**config.mk**
```make
export PLATFORM = sky130hd
export DESIGN_NAME = logic_unit_arbiter
export DESIGN_NICKNAME = d
export VERILOG_FILES = /design/src/rtl/logic_op_pkg.sv /design/src/rtl/logic_unit.sv /design/src/rtl/logic_unit_arbiter.sv
export SDC_FILE = /design/constraint.sdc
export NUM_CORES = 1
export LEC_CHECK = 0
export BUFFER_PORTS_ARGS = -buffer_cell sky130_fd_sc_hd__buf_2
export CORE_MARGIN = 2
export CORE_UTILIZATION = 44
export CTS_CLUSTER_SIZE = 16
export DETAILED_ROUTE_END_ITERATION = 16
export PLACE_DENSITY = 0.78
export SLEW_MARGIN = 20
export SYNTH_ARGS = -nofsm -noshare
export SYNTH_HDL_FRONTEND = slang
export SYNTH_SLANG_ARGS = --single-unit
```
**constraint.sdc**
```tcl
create_clock -name clk -period 3.75 [get_ports clk]
set_clock_uncertainty 0.1 [all_clocks]
set_input_delay 0.75 -clock clk [delete_from_list [all_inputs] [get_ports clk]]
set_output_delay 0.75 -clock clk [all_outputs]
set_load 0.01 [all_outputs]
```
**src/rtl/logic_op_pkg.sv**
```systemverilog
// Shared constants for the round-robin logic unit arbiter: opcodes,
// opcode width and FSM state encodings.
package logic_op_pkg;

   localparam int OPW = 3;

   localparam logic [OPW-1:0] OP_AND  = 3'd0;
   localparam logic [OPW-1:0] OP_OR   = 3'd1;
   localparam logic [OPW-1:0] OP_NOT  = 3'd2;
   localparam logic [OPW-1:0] OP_NOR  = 3'd3;
   localparam logic [OPW-1:0] OP_XOR  = 3'd4;
   localparam logic [OPW-1:0] OP_XNOR = 3'd5;
   localparam logic [OPW-1:0] OP_NAND = 3'd6;
   localparam logic [OPW-1:0] OP_RSVD = 3'd7;

   localparam logic [0:0] ST_IDLE = 1'b0;
   localparam logic [0:0] ST_RESP = 1'b1;

endpackage

```
**src/rtl/logic_unit.sv**
```systemverilog
// Combinational bitwise gate unit; reserved opcode yields zero with err set.
module logic_unit
   import logic_op_pkg::*;
#(
   parameter int WIDTH = 8
) (
   input  logic [OPW-1:0]   op,
   input  logic [WIDTH-1:0] a,
   input  logic [WIDTH-1:0] b,
   output logic [WIDTH-1:0] y,
   output logic             err
);

   always_comb begin
      y   = '0;
      err = 1'b0;
      case (op)
         OP_AND:  y = a & b;
         OP_OR:   y = a | b;
         OP_NOT:  y = ~a;
         OP_NOR:  y = ~(a | b);
         OP_XOR:  y = a ^ b;
         OP_XNOR: y = ~(a ^ b);
         OP_NAND: y = ~(a & b);
         default: err = 1'b1;
      endcase
   end

endmodule

```
**src/rtl/logic_unit_arbiter.sv**
```systemverilog
// Round-robin arbiter sharing one logic_unit among NREQ requesters, with a
// single registered, tagged response held until the consumer accepts it.
module logic_unit_arbiter
   import logic_op_pkg::*;
#(
   parameter int WIDTH = 8,
   parameter int NREQ  = 4,
   parameter int IDW   = 2
) (
   input  logic                  clk,
   input  logic                  rst_n,
   input  logic [NREQ-1:0]       req_valid,
   output logic [NREQ-1:0]       req_ready,
   input  logic [OPW*NREQ-1:0]   req_op,
   input  logic [WIDTH*NREQ-1:0] req_a,
   input  logic [WIDTH*NREQ-1:0] req_b,
   output logic                  rsp_valid,
   input  logic                  rsp_ready,
   output logic [IDW-1:0]        rsp_id,
   output logic [WIDTH-1:0]      rsp_data,
   output logic                  rsp_err,
   output logic                  busy
);

   localparam int CW = IDW + 1;

   logic [0:0]       state_q, state_d;
   logic [IDW-1:0]   last_grant_q, last_grant_d;
   logic             rsp_valid_q, rsp_valid_d;
   logic [IDW-1:0]   rsp_id_q, rsp_id_d;
   logic [WIDTH-1:0] rsp_data_q, rsp_data_d;
   logic             rsp_err_q, rsp_err_d;

   logic             gnt_found;
   logic [IDW-1:0]   gnt_idx;
   logic [CW-1:0]    cand;
   logic [OPW-1:0]   op_g;
   logic [WIDTH-1:0] a_g, b_g, y_g;
   logic             err_g;

   // Scan starts just after the last winner so every requester gets a turn.
   always_comb begin
      gnt_found = 1'b0;
      gnt_idx   = '0;
      cand      = '0;
      for (int k = 1; k <= NREQ; k++) begin
         cand = {1'b0, last_grant_q} + CW'(k);
         if (cand >= CW'(NREQ)) cand = cand - CW'(NREQ);
         if (!gnt_found && req_valid[cand[IDW-1:0]]) begin
            gnt_found = 1'b1;
            gnt_idx   = cand[IDW-1:0];
         end
      end
   end

   always_comb begin
      req_ready = '0;
      if (state_q == ST_IDLE && gnt_found) req_ready[gnt_idx] = 1'b1;
   end

   always_comb begin
      op_g = '0;
      a_g  = '0;
      b_g  = '0;
      for (int i = 0; i < NREQ; i++) begin
         if (IDW'(i) == gnt_idx) begin
            op_g = req_op[i*OPW +: OPW];
            a_g  = req_a[i*WIDTH +: WIDTH];
            b_g  = req_b[i*WIDTH +: WIDTH];
         end
      end
   end

   logic_unit #(.WIDTH(WIDTH)) u_logic_unit (
      .op  (op_g),
      .a   (a_g),
      .b   (b_g),
      .y   (y_g),
      .err (err_g)
   );

   always_comb begin
      state_d      = state_q;
      last_grant_d = last_grant_q;
      rsp_valid_d  = rsp_valid_q;
      rsp_id_d     = rsp_id_q;
      rsp_data_d   = rsp_data_q;
      rsp_err_d    = rsp_err_q;
      case (state_q)
         ST_IDLE: begin
            if (gnt_found) begin
               state_d      = ST_RESP;
               last_grant_d = gnt_idx;
               rsp_valid_d  = 1'b1;
               rsp_id_d     = gnt_idx;
               rsp_data_d   = y_g;
               rsp_err_d    = err_g;
            end
         end
         ST_RESP: begin
            if (rsp_ready) begin
               state_d     = ST_IDLE;
               rsp_valid_d = 1'b0;
            end
         end
         default: state_d = ST_IDLE;
      endcase
   end

   always_ff @(posedge clk) begin
      if (!rst_n) begin
         state_q      <= ST_IDLE;
         last_grant_q <= IDW'(NREQ - 1);
         rsp_valid_q  <= 1'b0;
         rsp_id_q     <= '0;
         rsp_data_q   <= '0;
         rsp_err_q    <= 1'b0;
      end else begin
         state_q      <= state_d;
         last_grant_q <= last_grant_d;
         rsp_valid_q  <= rsp_valid_d;
         rsp_id_q     <= rsp_id_d;
         rsp_data_q   <= rsp_data_d;
         rsp_err_q    <= rsp_err_d;
      end
   end

   assign rsp_valid = rsp_valid_q;
   assign rsp_id    = rsp_id_q;
   assign rsp_data  = rsp_data_q;
   assign rsp_err   = rsp_err_q;
   assign busy      = (state_q == ST_RESP);

endmodule

```
=== Word level (Yosys, flattened, before mapping) ===
Index checks and enable logic that the tools add are counted.

* Order comparisons: 10
* Equal/unequal tests: 11
* Add/subtract/negate cells: 8
* Reductions and logical operators: 13
* Bitwise operators: 8
* Multiplexer cells: 43

{| class="wikitable"
|+ Operator list
! cell !! number
|-
| $mux W8 || 8
|-
| $pmux W8 S7 || 1
|-
| $not A8 Y8 || 4
|-
| $mux W2 || 8
|-
| $lt A2 B3 Y1 const B || 5
|-
| $mux W1 || 14
|-
| $ge A3 B3 Y1 const B || 4
|-
| $mux W3 || 4
|-
| $eq A3 B3 Y1 const B || 3
|-
| $and A8 B8 Y8 || 1
|-
| $bmux W1 S2 || 4
|-
| $or A8 B8 Y8 || 1
|-
| $sub A2 B1 Y2 const B || 4
|-
| $xor A8 B8 Y8 || 1
|-
| $reduce_or A7 Y1 || 1
|-
| $add A2 B2 Y3 const B || 2
|-
| $eq A3 B2 Y1 const B || 2
|-
| $logic_and A1 B1 Y1 || 5
|-
| $eq A2 B2 Y1 const A || 2
|-
| $mux W4 || 1
|-
| $ne A2 B2 Y1 const B || 2
|-
| $pmux W1 S2 || 2
|-
| $reduce_and A2 Y1 || 2
|-
| $add A2 B1 Y3 const B || 1
|-
| other kinds (9) || 11
|}

* Register bits after elaboration: 15
* Word-level logic and storage cells: 99

=== Depth between registers and ports, before layout ===
Gate-level depths: netlist of the first run.

* Depth after elaboration: 23
* Gate-level depth with buffers: 15
* Depth with buffers taken out: 11

=== Hierarchy ===
Synthesis of the first run repeated with hierarchy kept, for this count alone.

* Cells, all modules: 222
* Area, all modules: 1908.1 µm²

{| class="wikitable"
|+ By module, submodules not included
! module !! area an instance (µm²) !! times used !! cells an instance
|-
| logic_unit_arbiter || 1111.1 || 1 || 107
|-
| logic_unit || 797.0 || 1 || 115
|}

=== Worst setup path after synthesis of the first run ===
Ideal clock, no wire load.

* Path kind: input -> register
* Start: in req_valid[0]
* End: reg rsp_data_q[0], in the netlist rsp_data[0]
* Setup slack: 0.145 ns
* Data arrival time: 3.383 ns
* Buffers on the path: 3
* Cell stages on the path: 14
* Cells stage by stage: o21a_1 a211oi_4 buf_4 buf_2 buf_2 nand2_1 nand3_1 nand2_1 ha_1 or4_1 nand4_1 nor4_1 o32ai_1 o31ai_1

* Word-level cells in the longest chain between the ends: 20
* Elaborated cells between the ends (all ways): 54
* Classes of those cells: eq/ne (9); mux (29); bitwise (7); reduce/logical (9)

{| class="wikitable"
|+ RTL lines
! what !! line !! source
|-
| from (decl) || logic_unit_arbiter.sv:12 || <nowiki>input logic [NREQ-1:0] req_valid,</nowiki>
|-
| $bmux W1 S2 || logic_unit_arbiter.sv:49 || <nowiki>if (!gnt_found && req_valid[cand[IDW-1:0]]) begin</nowiki>
|-
| $mux W1 (not written as such) || logic_unit_arbiter.sv:49 ||
|-
| $mux W1 || logic_unit_arbiter.sv:49 ||
|-
| $logic_not A1 Y1 || logic_unit_arbiter.sv:49 ||
|-
| $logic_and A1 B1 Y1 || logic_unit_arbiter.sv:49 ||
|-
| $mux W1 || logic_unit_arbiter.sv:49 ||
|-
| $logic_not A1 Y1 || logic_unit_arbiter.sv:49 ||
|-
| $logic_and A1 B1 Y1 || logic_unit_arbiter.sv:49 ||
|-
| $mux W1 || logic_unit_arbiter.sv:49 ||
|-
| $logic_not A1 Y1 || logic_unit_arbiter.sv:49 ||
|-
| $logic_and A1 B1 Y1 || logic_unit_arbiter.sv:49 ||
|-
| $mux W2 || logic_unit_arbiter.sv:49 ||
|-
| $logic_not A2 Y1 || logic_unit_arbiter.sv:66 || <nowiki>if (IDW'(i) == gnt_idx) begin</nowiki>
|-
| $mux W8 (4 in series) || logic_unit_arbiter.sv:66 ||
|-
| $and A8 B8 Y8, or another cell as far along || logic_unit.sv:18, logic_unit.sv:24 ||
|-
| $not A8 Y8, on equally long branches || logic_unit.sv:24, logic_unit.sv:21, logic_unit.sv:23 ||
|-
| $pmux W8 S7 || logic_unit.sv:17 || <nowiki>case (op)</nowiki>
|-
| to (signal assigned) || logic_unit_arbiter.sv:123 || <nowiki>rsp_data_q <= rsp_data_d;</nowiki>
|-
| to (decl) || logic_unit_arbiter.sv:31 || <nowiki>logic [WIDTH-1:0] rsp_data_q, rsp_data_d;</nowiki>
|}

Several ways; a longest one is shown, not always the timed one. The select of a mux whose other input is x is not followed.
A chain may end at the register's enable or synchronous reset.

=== Worst setup path after layout of the first run ===
* Start: in req_valid[3]
* End: reg rsp_data_q[0], in the netlist rsp_data[0]

The elaborated chain is that of the path after synthesis.

==> results.rst, run 1 <==
.. list-table::
   :header-rows: 1

   * - Metric
     - Value
   * - Maximum clock frequency
     - 310 MHz
   * - Non-Filler Instances
     - 470
   * - Via density
     - between 5 and 6
   * - Crit path time final
     - roughly 3.2 ns
   * - Syn Area/Cell
     - 7.50 sq um
   * - Worst IR drop on VDD
     - 0.000133 V
   * - Warning count from the yosys run
     - 0
   * - Number of nets with antenna violations after routing
     - 0
   * - Maximum clock path buffer count
     - 2
   * - Fill cell instance count of the final layout
     - 500
   * - Number of sinks on the clock net
     - 15
   * - Dominant delay contributor by cell family on the critical path
     - simple AND/OR/NAND/NOR gates
   * - Via count of the first global-routing pass
     - between 2000 and 2500
   * - CTS tree
     - yes
   * - Post-place setup slack
     - 0.276 ns
   * - Routed wire length per instance
     - 13.2 um
   * - Remaining global-route overflow
     - 0
   * - Final Slew Violations
     - 0
   * - Clock Latency Late Sink
     - ~0.24 ns
   * - Number of buffers inserted by hold repair at cts
     - 0
   * - Area added between synthesis and finish
     - 25.8%
   * - DRC violation total after the first TritonRoute iteration
     - 157
   * - Primary flip-flop cell chosen by synthesis mapping
     - sky130_fd_sc_hd__dfxtp_1
   * - Die extent in x
     - around 76 um
   * - Register cell area after layout
     - approximately 300 sq um
   * - CTS resizes
     - 0
   * - Number of cells produced by synthesis
     - 306
   * - RSZ-0062 raised after global routing
     - false
   * - Placeable core region
     - 5070 sq um
   * - Async SR Flop Fraction
     - 0
   * - Commonest cells in the synthesized netlist
     - sky130_fd_sc_hd__nand2_1 (64), sky130_fd_sc_hd__nand3_1 (27), sky130_fd_sc_hd__inv_1 (20), sky130_fd_sc_hd__ha_1 (16), sky130_fd_sc_hd__dfxtp_1 (15)
   * - Total setup buffers inserted after CTS
     - 0
   * - Count of distinct cell types in the synthesized netlist
     - 60
   * - Detailed-route DRC error count
     - 0
   * - Routed wire length
     - slightly above 6000 um
   * - Final sum of negative setup slack
     - 0 ns
   * - I/O Buffers
     - 99
   * - Arrival time of the worst setup path
     - between 3 and 4 ns
   * - Fin crit share
     - 0.860
   * - Worst-path maximum fanout
     - 6
   * - Overall die area
     - about 5800 sq um
   * - Count of pins on the block boundary
     - 100
   * - CTS root buf
     - sky130_fd_sc_hd__clkbuf_8
   * - Clock transition at the registers of the reported paths
     - 0.06 ns
   * - Number of antenna violations at the first check in global routing
     - 0
   * - Starting Density
     - 0.452
   * - Post-synth EDFFs
     - 0
   * - RD Place Congestion
     - around 0.82
   * - Cell types occupying the most area after synthesis
     - sky130_fd_sc_hd__dfxtp_1 (13%), sky130_fd_sc_hd__nand2_1 (10%), sky130_fd_sc_hd__ha_1 (8.7%), sky130_fd_sc_hd__nand3_1 (5.9%), sky130_fd_sc_hd__mux4_2 (5.9%)
   * - H-Tree Level Count
     - 1
   * - Worst slew slack as a fraction of its limit
     - 0.523
   * - Total clock buffers created by CTS
     - 3
   * - Crit path buf inv count
     - 2
   * - Pleak
     - 1.39 nW
   * - Data required time at the worst endpoint
     - roughly 3.8 ns
   * - First-pass GRT wire length
     - ~11000 um
   * - HPWL after detailed placement
     - around 5000 um
   * - Delay of the slowest critical-path stage
     - around 0.54 ns
   * - Area of the multi-input gates
     - approximately 1800 sq um
   * - First-pass DRT Iterations
     - 5
   * - Top-area cell type share of the netlist area
     - 0.131
   * - Crit Path Category
     - in -> reg
   * - Fraction of layout cells with a size suffix above 1
     - 0.345
   * - Least setup slack across all paths after layout
     - between 0.5 and 0.6 ns
   * - Sequential area share after synthesis
     - 0.131
   * - Setup violation total in the final timing report
     - 0
   * - Measured slew at the worst slew-check pin
     - 0.715 ns
   * - Status
     - finished clean
   * - Post-synthesis register bit count
     - 15
   * - Total power per unit cell area
     - roughly 360 nW/um^2
   * - Crit end category
     - flip-flop
   * - Category of the worst setup path launch point
     - primary input
   * - NumNets Final
     - 500
   * - Cell type of the slowest stage on the worst timing path
     - sky130_fd_sc_hd__or4_1
   * - Net count of the mapped netlist
     - slightly above 400
   * - Cell with the most instances after synthesis
     - sky130_fd_sc_hd__nand2_1
   * - Maximum number of pins on one net before global-route repair
     - 26
   * - Number of endpoints with negative hold slack in the final report
     - 0
   * - Hold Path Class
     - reg -> reg
   * - Max capacitance violation total
     - 0
   * - Series of cell instances along the critical path
     - buf_2, or2_2, nand2_1, nand3_2, mux4_2, inv_1, ha_1, or4_1, nand4_1, nor4_1, o32ai_1, o31ai_1
   * - Antenna Cells
     - 0
   * - DP Cell Count
     - about 470
   * - Dominant cell type by area after synthesis
     - sky130_fd_sc_hd__dfxtp_1
   * - Total global-route track usage
     - 0.216
   * - Vertical extent of the die
     - approximately 76 um
   * - Count of standard-cell rows
     - 26
   * - Synthesized cell area
     - around 2300 sq um
   * - Overall via count from detail_route
     - 2575
[cell type report]
cell class,count,area share
Inverter,20,0.0260
Timing Repair Buffer,109,0.202
Clock buffer,4,0.0156
Multi-Input combinational cell,252,0.622
Sequential cell,15,0.104
Tap cell,70,0.0303
[tightest hold or removal path, cell delays in order, from the launching register on]
cell	delay, ns
sky130_fd_sc_hd__dfxtp_1	0.30
sky130_fd_sc_hd__nand2_1	0.04
sky130_fd_sc_hd__a21boi_0	0.06
[state kept, by name (all words and copies together), names as in the netlist]
name	count
rsp_data	8
last_grant_q	2
rsp_id	2
busy	1
rsp_err	1
rsp_valid	1
[power breakdown]
part           switching, W  internal [W]
Combinational      0.000402      0.000308
Clock             0.0000518     0.0000750
Sequential        0.0000200      0.000190
[final timing paths]
check	start	endpoint	slack, ns	depth (start not counted)
worst max-delay path	req_valid[3]	rsp_data[0]	0.52	12
worst min-delay path	rsp_id[1]	rsp_id[1]	0.36	2
worst max register to register	last_grant_q[1]	rsp_data[4]	0.70	8
worst min register to register	rsp_id[1]	rsp_id[1]	0.36	2
[kinds of logic after synthesis]
| kind of cell | after synthesis | synth area share |
|---|---|---|
| compound gates | 74 | 0.257 |
| xor+xnor | 1 | 0.00382 |
| fa+ha+maj | 16 | 0.0872 |
| buf+inv | 39 | 0.0867 |
| flops | 15 | 0.131 |
| mux | 21 | 0.135 |
| simple gates | 140 | 0.299 |
[stage by stage]
step / utilization / area, sq um / hold slack (ns) / total power [W]
global route: 0.569 / 2890 / 0.395 / 0.00115
floorplan: - / 2290 / 0.388 / 0.000741
global placement: 0.560 / 2840 / 0.347 / 0.000897
CTS: 0.569 / 2890 / 0.364 / 0.00105
finish: 0.569 / 2890 / 0.358 / 0.00105
detailed placement: 0.560 / 2840 / 0.355 / 0.000916
[metal layers]
layer	wire length, um	GRT usage	vias up
li1	-	-	1314
met2	2820	0.354	108
met5	0	0	-
met3	470	0.0249	2
met1	2880	0.312	1151
met4	19	0.0327	0
[cells in the final DEF (no fill, tap or decap), types with 3 or more instances in the layout]
| master | count |
|---|---|
| sky130_fd_sc_hd__a211oi_4 | 3 |
| sky130_fd_sc_hd__a21oi_1 | 12 |
| sky130_fd_sc_hd__a31oi_1 | 6 |
| sky130_fd_sc_hd__a32oi_1 | 3 |
| sky130_fd_sc_hd__and2b_1 | 3 |
| sky130_fd_sc_hd__buf_2 | 99 |
| sky130_fd_sc_hd__buf_4 | 9 |
| sky130_fd_sc_hd__clkbuf_8 | 3 |
| sky130_fd_sc_hd__dfxtp_1 | 15 |
| sky130_fd_sc_hd__ha_1 | 16 |
| sky130_fd_sc_hd__inv_1 | 20 |
| sky130_fd_sc_hd__mux2i_1 | 10 |
| sky130_fd_sc_hd__mux4_2 | 6 |
| sky130_fd_sc_hd__nand2_1 | 64 |
| sky130_fd_sc_hd__nand3_1 | 27 |
| sky130_fd_sc_hd__nand4_1 | 4 |
| sky130_fd_sc_hd__nor2_1 | 12 |
| sky130_fd_sc_hd__nor2b_1 | 3 |
| sky130_fd_sc_hd__nor3b_1 | 3 |
| sky130_fd_sc_hd__nor4_1 | 3 |
| sky130_fd_sc_hd__o211ai_1 | 6 |
| sky130_fd_sc_hd__o21ai_0 | 12 |
| sky130_fd_sc_hd__o221ai_1 | 3 |
| sky130_fd_sc_hd__o311ai_1 | 5 |
| sky130_fd_sc_hd__o31ai_1 | 4 |
| sky130_fd_sc_hd__or2_1 | 3 |
Power figures use the tool's default switching activity.
==> run 2: changes to the inputs <==
- CTS_BUF_LIST: default -> sky130_fd_sc_hd__clkbuf_4 sky130_fd_sc_hd__clkbuf_8 sky130_fd_sc_hd__clkbuf_16
- PLACE_DENSITY: 0.78 -> default
- PLACE_DENSITY_LB_ADDON: default -> 0.2
==> run 2 against run 1 <==
Compared with the run above:
- first-iteration DRC count is 19% higher
- power up 0.87%
- combinational power about the same
- critical path depth shrank 3
==> results.rst, run 2 (same netlist as run 1, synthesis figures left out) <==
.. list-table::
   :header-rows: 1

   * - Metric
     - Value
   * - DRC violation total after the first TritonRoute iteration
     - ~190
   * - Data required time at the worst endpoint
     - 3.77 ns
   * - I/O Buffers
     - 99
   * - Via density
     - 5.57
   * - Final total power
     - between 0.001 and 0.0015 W
   * - Number of endpoints with negative hold slack in the final report
     - 0
   * - Overall die area
     - between 5000 and 6000 sq um
   * - Core occupancy in the finished layout
     - 0.567
   * - Number of flip-flops under the largest register name
     - 8
   * - Clock Latency Late Sink
     - 0.25 ns
   * - CTS root buf
     - sky130_fd_sc_hd__clkbuf_8
   * - Series of cell instances along the critical path
     - buf_2, nor2_4, nand2_1, and3_1, a211oi_4, or2_1, nor2_1, o311ai_1, a31oi_1
   * - Most common cell after layout, fill and taps aside
     - sky130_fd_sc_hd__buf_2
   * - Number of nets with antenna violations after routing
     - 0
   * - Pleak
     - 1.39 nW
   * - Number of sinks on the clock net
     - 15
   * - Total number of cells along the worst setup path
     - 9
   * - Worst slew slack as a fraction of its limit
     - 0.509
   * - Fraction of layout cells with a size suffix above 1
     - 0.348
   * - Crit Path Category
     - in -> reg
   * - Endpoint of the worst register-to-register path
     - rsp_data[0]
   * - Starting Density
     - 0.452
   * - Leading cell types in the layout, fill and taps excluded
     - sky130_fd_sc_hd__buf_2 (99), sky130_fd_sc_hd__nand2_1 (64), sky130_fd_sc_hd__nand3_1 (27), sky130_fd_sc_hd__inv_1 (20), sky130_fd_sc_hd__ha_1 (16)
   * - Number of cells traversed by the worst register-to-register path
     - 12
   * - CTS resizes
     - 0
   * - Routed wire length per instance
     - about 14 um
   * - Routed wire length
     - about 6400 um
   * - RD Place Congestion
     - approximately 0.85
   * - Post-place setup slack
     - about 0.3 ns
   * - Number of antenna violations at the first check in global routing
     - 0
   * - Vertical extent of the die
     - between 70 and 80 um
   * - Worst-path maximum fanout
     - 19
   * - Clock transition at the registers of the reported paths
     - approximately 0.070 ns
   * - Area added between synthesis and finish
     - 25.3%
   * - Status
     - finished clean
   * - Maximum clock frequency
     - 309 MHz
   * - Count of standard-cell rows
     - 26
   * - Antenna Cells
     - 0
   * - Number of buffers inserted by hold repair at cts
     - 0
   * - Final Slew Violations
     - 0
   * - Final sum of negative setup slack
     - 0 ns
   * - CTS tree
     - yes
   * - Slack of the worst reg-to-reg path
     - 0.76 ns
   * - Measured slew at the worst slew-check pin
     - roughly 0.74 ns
   * - Least setup slack across all paths after layout
     - ~0.52 ns
   * - Max capacitance violation total
     - 0
   * - Crit path buf inv count
     - 1
   * - Total clock buffers created by CTS
     - 3
   * - Setup violation total in the final timing report
     - 0
   * - First-pass DRT Iterations
     - 4
   * - Maximum clock path buffer count
     - 2
   * - Count of pins on the block boundary
     - 100
   * - Delay of the slowest critical-path stage
     - between 0.6 and 0.7 ns
   * - Overall via count from detail_route
     - around 2600
   * - Dominant delay contributor by cell family on the critical path
     - simple AND/OR/NAND/NOR gates
   * - Remaining global-route overflow
     - 0
   * - Arrival time of the worst setup path
     - between 3 and 4 ns
   * - Total global-route track usage
     - 0.217
   * - Total power per unit cell area
     - around 370 nW/um^2
   * - Crit end category
     - flip-flop
   * - Hold Path Class
     - reg -> reg
   * - Die extent in x
     - approximately 76 um
   * - Category of the worst setup path launch point
     - primary input
   * - Maximum number of pins on one net before global-route repair
     - 24
   * - RR Startpoint
     - last_grant_q[1]
   * - Tightest hold margin
     - approximately 0.38 ns
   * - First-pass GRT wire length
     - between 10000 and 15000 um
   * - RSZ-0062 raised after global routing
     - false
   * - Cell type of the slowest stage on the worst timing path
     - sky130_fd_sc_hd__or2_1
   * - NumNets Final
     - 500
   * - Start point of the worst min-delay path
     - rsp_id[1]
   * - Hold-critical path endpoint
     - rsp_id[1]
   * - Fin crit share
     - 0.862
   * - Worst IR drop on VDD
     - about 0.00022 V
   * - H-Tree Level Count
     - 1
   * - HPWL after detailed placement
     - about 5000 um
   * - Placeable core region
     - 5070 sq um
   * - Detailed-route DRC error count
     - 0
   * - Crit path time final
     - about 3.2 ns
   * - Number of cells traversed by the worst hold path
     - 2
   * - Total setup buffers inserted after CTS
     - 0
   * - Via count of the first global-routing pass
     - about 2300
[run 2: changes by cell type in the layout (fill, tap and decap cells not counted), sizes merged]
| cell | previous run | this run |
|---|---|---|
| clkinv | 0 | 1 |
| clkbuf | 4 | 3 |
[run 2: power breakdown]
| part | internal, W | leakage (nW) | switching [W] |
|---|---|---|---|
| logic | 0.000305 | 1.24 | 0.000407 |
| registers | 0.000189 | 0.124 | 0.0000192 |
| clock network | 0.0000736 | 0.0255 | 0.0000612 |
[run 2: worst register-to-register path, stage by stage (launching register included)]
cell and delay (ns):
sky130_fd_sc_hd__dfxtp_1 0.55, sky130_fd_sc_hd__nor3b_1 0.16, sky130_fd_sc_hd__a211oi_4 0.26, sky130_fd_sc_hd__buf_4 0.31
sky130_fd_sc_hd__nand2_1 0.09, sky130_fd_sc_hd__nand3_1 0.09, sky130_fd_sc_hd__nand2_1 0.07, sky130_fd_sc_hd__ha_1 0.34
sky130_fd_sc_hd__or4_1 0.53, sky130_fd_sc_hd__nand4_1 0.10, sky130_fd_sc_hd__nor4_1 0.05, sky130_fd_sc_hd__o32ai_1 0.12
sky130_fd_sc_hd__o31ai_1 0.09
[run 2: routing by layer]
layer	GRT usage	wire [um]	up-vias	share of wire
met5	0	0	-	0
met4	0.0327	38	0	0.0059
met3	0.0391	475	6	0.074
met2	0.350	2770	112	0.43
met1	0.308	3110	1190	0.49
li1	-	-	1312	-
[run 2: how the worst max path moves through the flow]
stage	from	end	slack, ns
6_report	req_valid[2]	rsp_data[3]	0.52
5_1_grt	req_valid[0]	rsp_data[0]	0.31
4_1_cts	req_valid[3]	rsp_data[0]	0.56
3_5_place_dp	req_valid[3]	rsp_data[0]	0.30
3_3_place_gp	req_valid[2]	rsp_data[3]	0.35
2_1_floorplan	req_valid[0]	rsp_data[0]	0.15
[run 2: per-stage QoR]
stage	cells	cell area, sq um
2_1_floorplan	306	2290
3_3_place_gp	466	2830
3_5_place_dp	466	2830
4_1_cts	470	2880
5_1_grt	470	2880
6_report	470	2880
[run 2: area by class of cell]
type | count | area, sq um
tap | 70 | 87.6
sequential | 15 | 300
clock buffer | 3 | 41.3
multi-input combinational | 252 | 1800
fill | 507 | 2200
inverter | 20 | 75.1
clock inverter | 1 | 5.00
timing repair buffer | 109 | 571
==> run 3: changes to the inputs <==
- CORE_UTILIZATION: 44 -> 42
- PLACE_DENSITY: default -> 0.78
- PLACE_DENSITY_LB_ADDON: 0.2 -> default
- SYNTH_HIERARCHICAL: default -> 1
==> run 3 against run 2 <==
Compared with the run above:
- non-clock buffer count decreased by 3
- sequential power is 6% lower
- final cell count down 22%
- power fell by 15%
- register-to-register slack improved by 0.11 ns
- clock power fell by 3%
- synthesized area down 17%
- global-route usage fell by 2.9 points
- worst setup slack better by 0.075 ns
- critical path depth rose by 3
- final area down 14%
- flip-flop and latch count did not move
- highest routed layer unchanged
==> results.rst, run 3 <==
.. list-table::
   :header-rows: 1

   * - Metric
     - Value
   * - Final Slew Violations
     - 0
   * - Number of sinks on the clock net
     - 15
   * - DRC violation total after the first TritonRoute iteration
     - 51
   * - Sequential area share after synthesis
     - 0.157
   * - Most common cell after layout, fill and taps aside
     - sky130_fd_sc_hd__buf_2
   * - Routed wire length per instance
     - around 13 um
   * - Total clock buffers created by CTS
     - 3
   * - CTS resizes
     - 0
   * - Remaining global-route overflow
     - 0
   * - CTS tree
     - yes
   * - Via count of the first global-routing pass
     - 1959
   * - Top-area cell type share of the netlist area
     - 0.224
   * - Total setup buffers inserted after CTS
     - 0
   * - Routed metal-1 wirelength
     - between 1500 and 2000 um
   * - Maximum clock frequency
     - 317 MHz
   * - Number of flip-flops under the largest register name
     - 8
   * - Worst slew slack as a fraction of its limit
     - 0.681
   * - Delay of the slowest critical-path stage
     - about 0.66 ns
   * - Clock transition at the registers of the reported paths
     - about 0.06 ns
   * - Crit Path Category
     - in -> reg
   * - Arrival time of the worst setup path
     - 3.24 ns
   * - First-pass GRT wire length
     - around 8000 um
   * - Data required time at the worst endpoint
     - between 3 and 4 ns
   * - Status
     - finished clean
   * - Least setup slack across all paths after layout
     - between 0.5 and 0.6 ns
   * - Setup violation total in the final timing report
     - 0
   * - CTS root buf
     - sky130_fd_sc_hd__clkbuf_8
   * - Antenna Cells
     - 0
   * - Via density
     - ~5.4
   * - Area added between synthesis and finish
     - 29.6%
   * - Synthesized cell area
     - 1910 sq um
   * - Count of standard-cell rows
     - 24
   * - NumNets Final
     - approximately 420
   * - Post-place setup slack
     - 0.346 ns
   * - Highest metal layer with signal wires
     - met4
   * - Series of cell instances along the critical path
     - buf_2, nand2b_1, a21o_2, nand3_4, buf_12, mux4_2, and2b_1, a221oi_2, o21ai_1, o221ai_1, nand2_1, a21oi_1
   * - Worst-path maximum fanout
     - 16
   * - Count of distinct cell types in the synthesized netlist
     - 38
   * - Leading cell types in the layout, fill and taps excluded
     - sky130_fd_sc_hd__buf_2 (99), sky130_fd_sc_hd__nand2_1 (28), sky130_fd_sc_hd__a21oi_1 (25), sky130_fd_sc_hd__inv_1 (22), sky130_fd_sc_hd__mux4_2 (19)
   * - Max capacitance violation total
     - 0
   * - Met2 wire len
     - 2560 um
   * - Warning count from the yosys run
     - 6
   * - Post-synth EDFFs
     - 0
   * - Net count of the mapped netlist
     - approximately 320
   * - Fin crit share
     - 0.842
   * - Fill cell instance count of the final layout
     - roughly 390
   * - Count of pins on the block boundary
     - 100
   * - Number of cells produced by synthesis
     - between 200 and 250
   * - Syn Area/Cell
     - between 8 and 9 sq um
   * - Die extent in x
     - roughly 70 um
   * - Total met3 wirelength after detailed routing
     - between 300 and 400 um
   * - Hold Path Class
     - reg -> reg
   * - Crit end category
     - flip-flop
   * - Async SR Flop Fraction
     - 0
   * - H-Tree Level Count
     - 1
   * - RSZ-0062 raised after global routing
     - false
   * - Overall via count from detail_route
     - roughly 2000
   * - Dominant cell type by area after synthesis
     - sky130_fd_sc_hd__mux4_2
   * - HPWL after detailed placement
     - 4050 um
   * - Vertical extent of the die
     - 71.4 um
   * - Pleak
     - about 1.2 nW
   * - Cell types occupying the most area after synthesis
     - sky130_fd_sc_hd__mux4_2 (22%), sky130_fd_sc_hd__dfxtp_1 (16%), sky130_fd_sc_hd__ha_1 (10%), sky130_fd_sc_hd__mux2i_1 (6.8%), sky130_fd_sc_hd__a21oi_1 (6.6%)
   * - RD Place Congestion
     - roughly 0.83
   * - Number of antenna violations at the first check in global routing
     - 0
   * - Worst IR drop on VDD
     - ~0.00022 V
   * - Final std cell area, no fill
     - roughly 2500 sq um
   * - Post-synthesis register bit count
     - 15
   * - Placeable core region
     - 4350 sq um
   * - Crit path time final
     - between 3 and 4 ns
   * - Number of buffers inserted by hold repair at cts
     - 0
   * - Number of nets with antenna violations after routing
     - 0
   * - Placed cell areas
     - between 2000 and 2500 sq um
   * - First-pass DRT Iterations
     - 4
   * - Maximum clock path buffer count
     - 2
   * - Routed wire length
     - ~4800 um
   * - Cell type of the slowest stage on the worst timing path
     - sky130_fd_sc_hd__mux4_2
   * - Cell with the most instances after synthesis
     - sky130_fd_sc_hd__nand2_1
   * - Fraction of layout cells with a size suffix above 1
     - 0.421
   * - Total power per unit cell area
     - around 360 nW/um^2
   * - Clock Latency Late Sink
     - between 0.2 and 0.3 ns
   * - Overall die area
     - about 5100 sq um
   * - Measured slew at the worst slew-check pin
     - roughly 0.48 ns
   * - Final sum of negative setup slack
     - 0 ns
   * - Detailed-route DRC error count
     - 0
   * - Category of the worst setup path launch point
     - primary input
   * - Total global-route track usage
     - 0.188
   * - I/O Buffers
     - between 90 and 100
   * - Maximum number of pins on one net before global-route repair
     - 30
   * - Starting Density
     - 0.438
   * - Number of endpoints with negative hold slack in the final report
     - 0
   * - Primary flip-flop cell chosen by synthesis mapping
     - sky130_fd_sc_hd__dfxtp_1
   * - Commonest cells in the synthesized netlist
     - sky130_fd_sc_hd__nand2_1 (28), sky130_fd_sc_hd__a21oi_1 (25), sky130_fd_sc_hd__inv_1 (22), sky130_fd_sc_hd__mux4_2 (19), sky130_fd_sc_hd__ha_1 (16)
==> run 3: cell count changes after synthesis, sizes merged, moves of 5 or more <==
cell / change
nand3: -25
o311ai: -5
a21oi: +13
mux4: +13
nand4: -5
a31oi: -6
nand2: -36
==> run 3: power by group <==
part,leakage [nW],internal (W),switching (W),total [W]
clock network,0.0255,0.0000735,0.0000573,0.000131
logic,1.09,0.000278,0.000296,0.000574
registers,0.124,0.000184,0.0000133,0.000197
total,1.24,0.000535,0.000367,0.000902
==> run 3: cell families (layout without fill, tap and decap cells) <==
family	after synthesis	in the layout	share of synthesized area
DFF	15	15	0.157
buffers and inverters	38	132	0.0990
adders and majority gates	16	16	0.105
and+or+nand+nor	62	62	0.158
muxes	32	32	0.292
AOI/OAI and AO/OA	59	59	0.188
==> run 3: routing by layer <==
layer | global-route usage | up-vias
met1 | 0.208 | 928
met4 | 0.0231 | 0
met2 | 0.373 | 78
met5 | 0 | -
met3 | 0.0380 | 2
li1 | - | 991
==> run 3: through the flow <==
step,std cells,hold WS (ns),total power (W),util
2_1_floorplan,222,0.379,0.000638,-
3_3_place_gp,364,0.342,0.000758,0.557
3_5_place_dp,364,0.349,0.000777,0.557
4_1_cts,368,0.357,0.000908,0.568
5_1_grt,368,0.376,0.000981,0.568
6_report,368,0.355,0.000902,0.568
==> run 3: worst paths after layout <==
| kind | startpoint | to | slack (ns) | depth (start not counted) |
|---|---|---|---|---|
| worst max-delay path | req_valid[2] | rsp_data[3] | 0.59 | 12 |
| worst min-delay path | rsp_data[2] | rsp_data[2] | 0.35 | 2 |
| worst max register to register | last_grant_q[0] | rsp_data[3] | 0.87 | 11 |
| worst min register to register | rsp_data[2] | rsp_data[2] | 0.35 | 2 |
==> run 3: final cells by class <==
cell class / instances / area [sq um] / share of cell area
inverters: 22 / 82.6 / 0.0334
well taps: 52 / 65.1 / 0.0263
clock inverters: 1 / 5.00 / 0.00202
multi-input cells: 169 / 1420 / 0.574
clock buffers: 3 / 41.3 / 0.0167
flip-flops and latches: 15 / 300 / 0.121
repair buffers: 106 / 561 / 0.227
==> run 3: worst max-delay path, delay by kind of cell <==
family / cells / cell delay [ns]
muxes: 1 / 0.66
buffers and inverters: 2 / 0.30
and+or+nand+nor: 4 / 0.75
AOI/OAI and AO/OA: 5 / 0.76
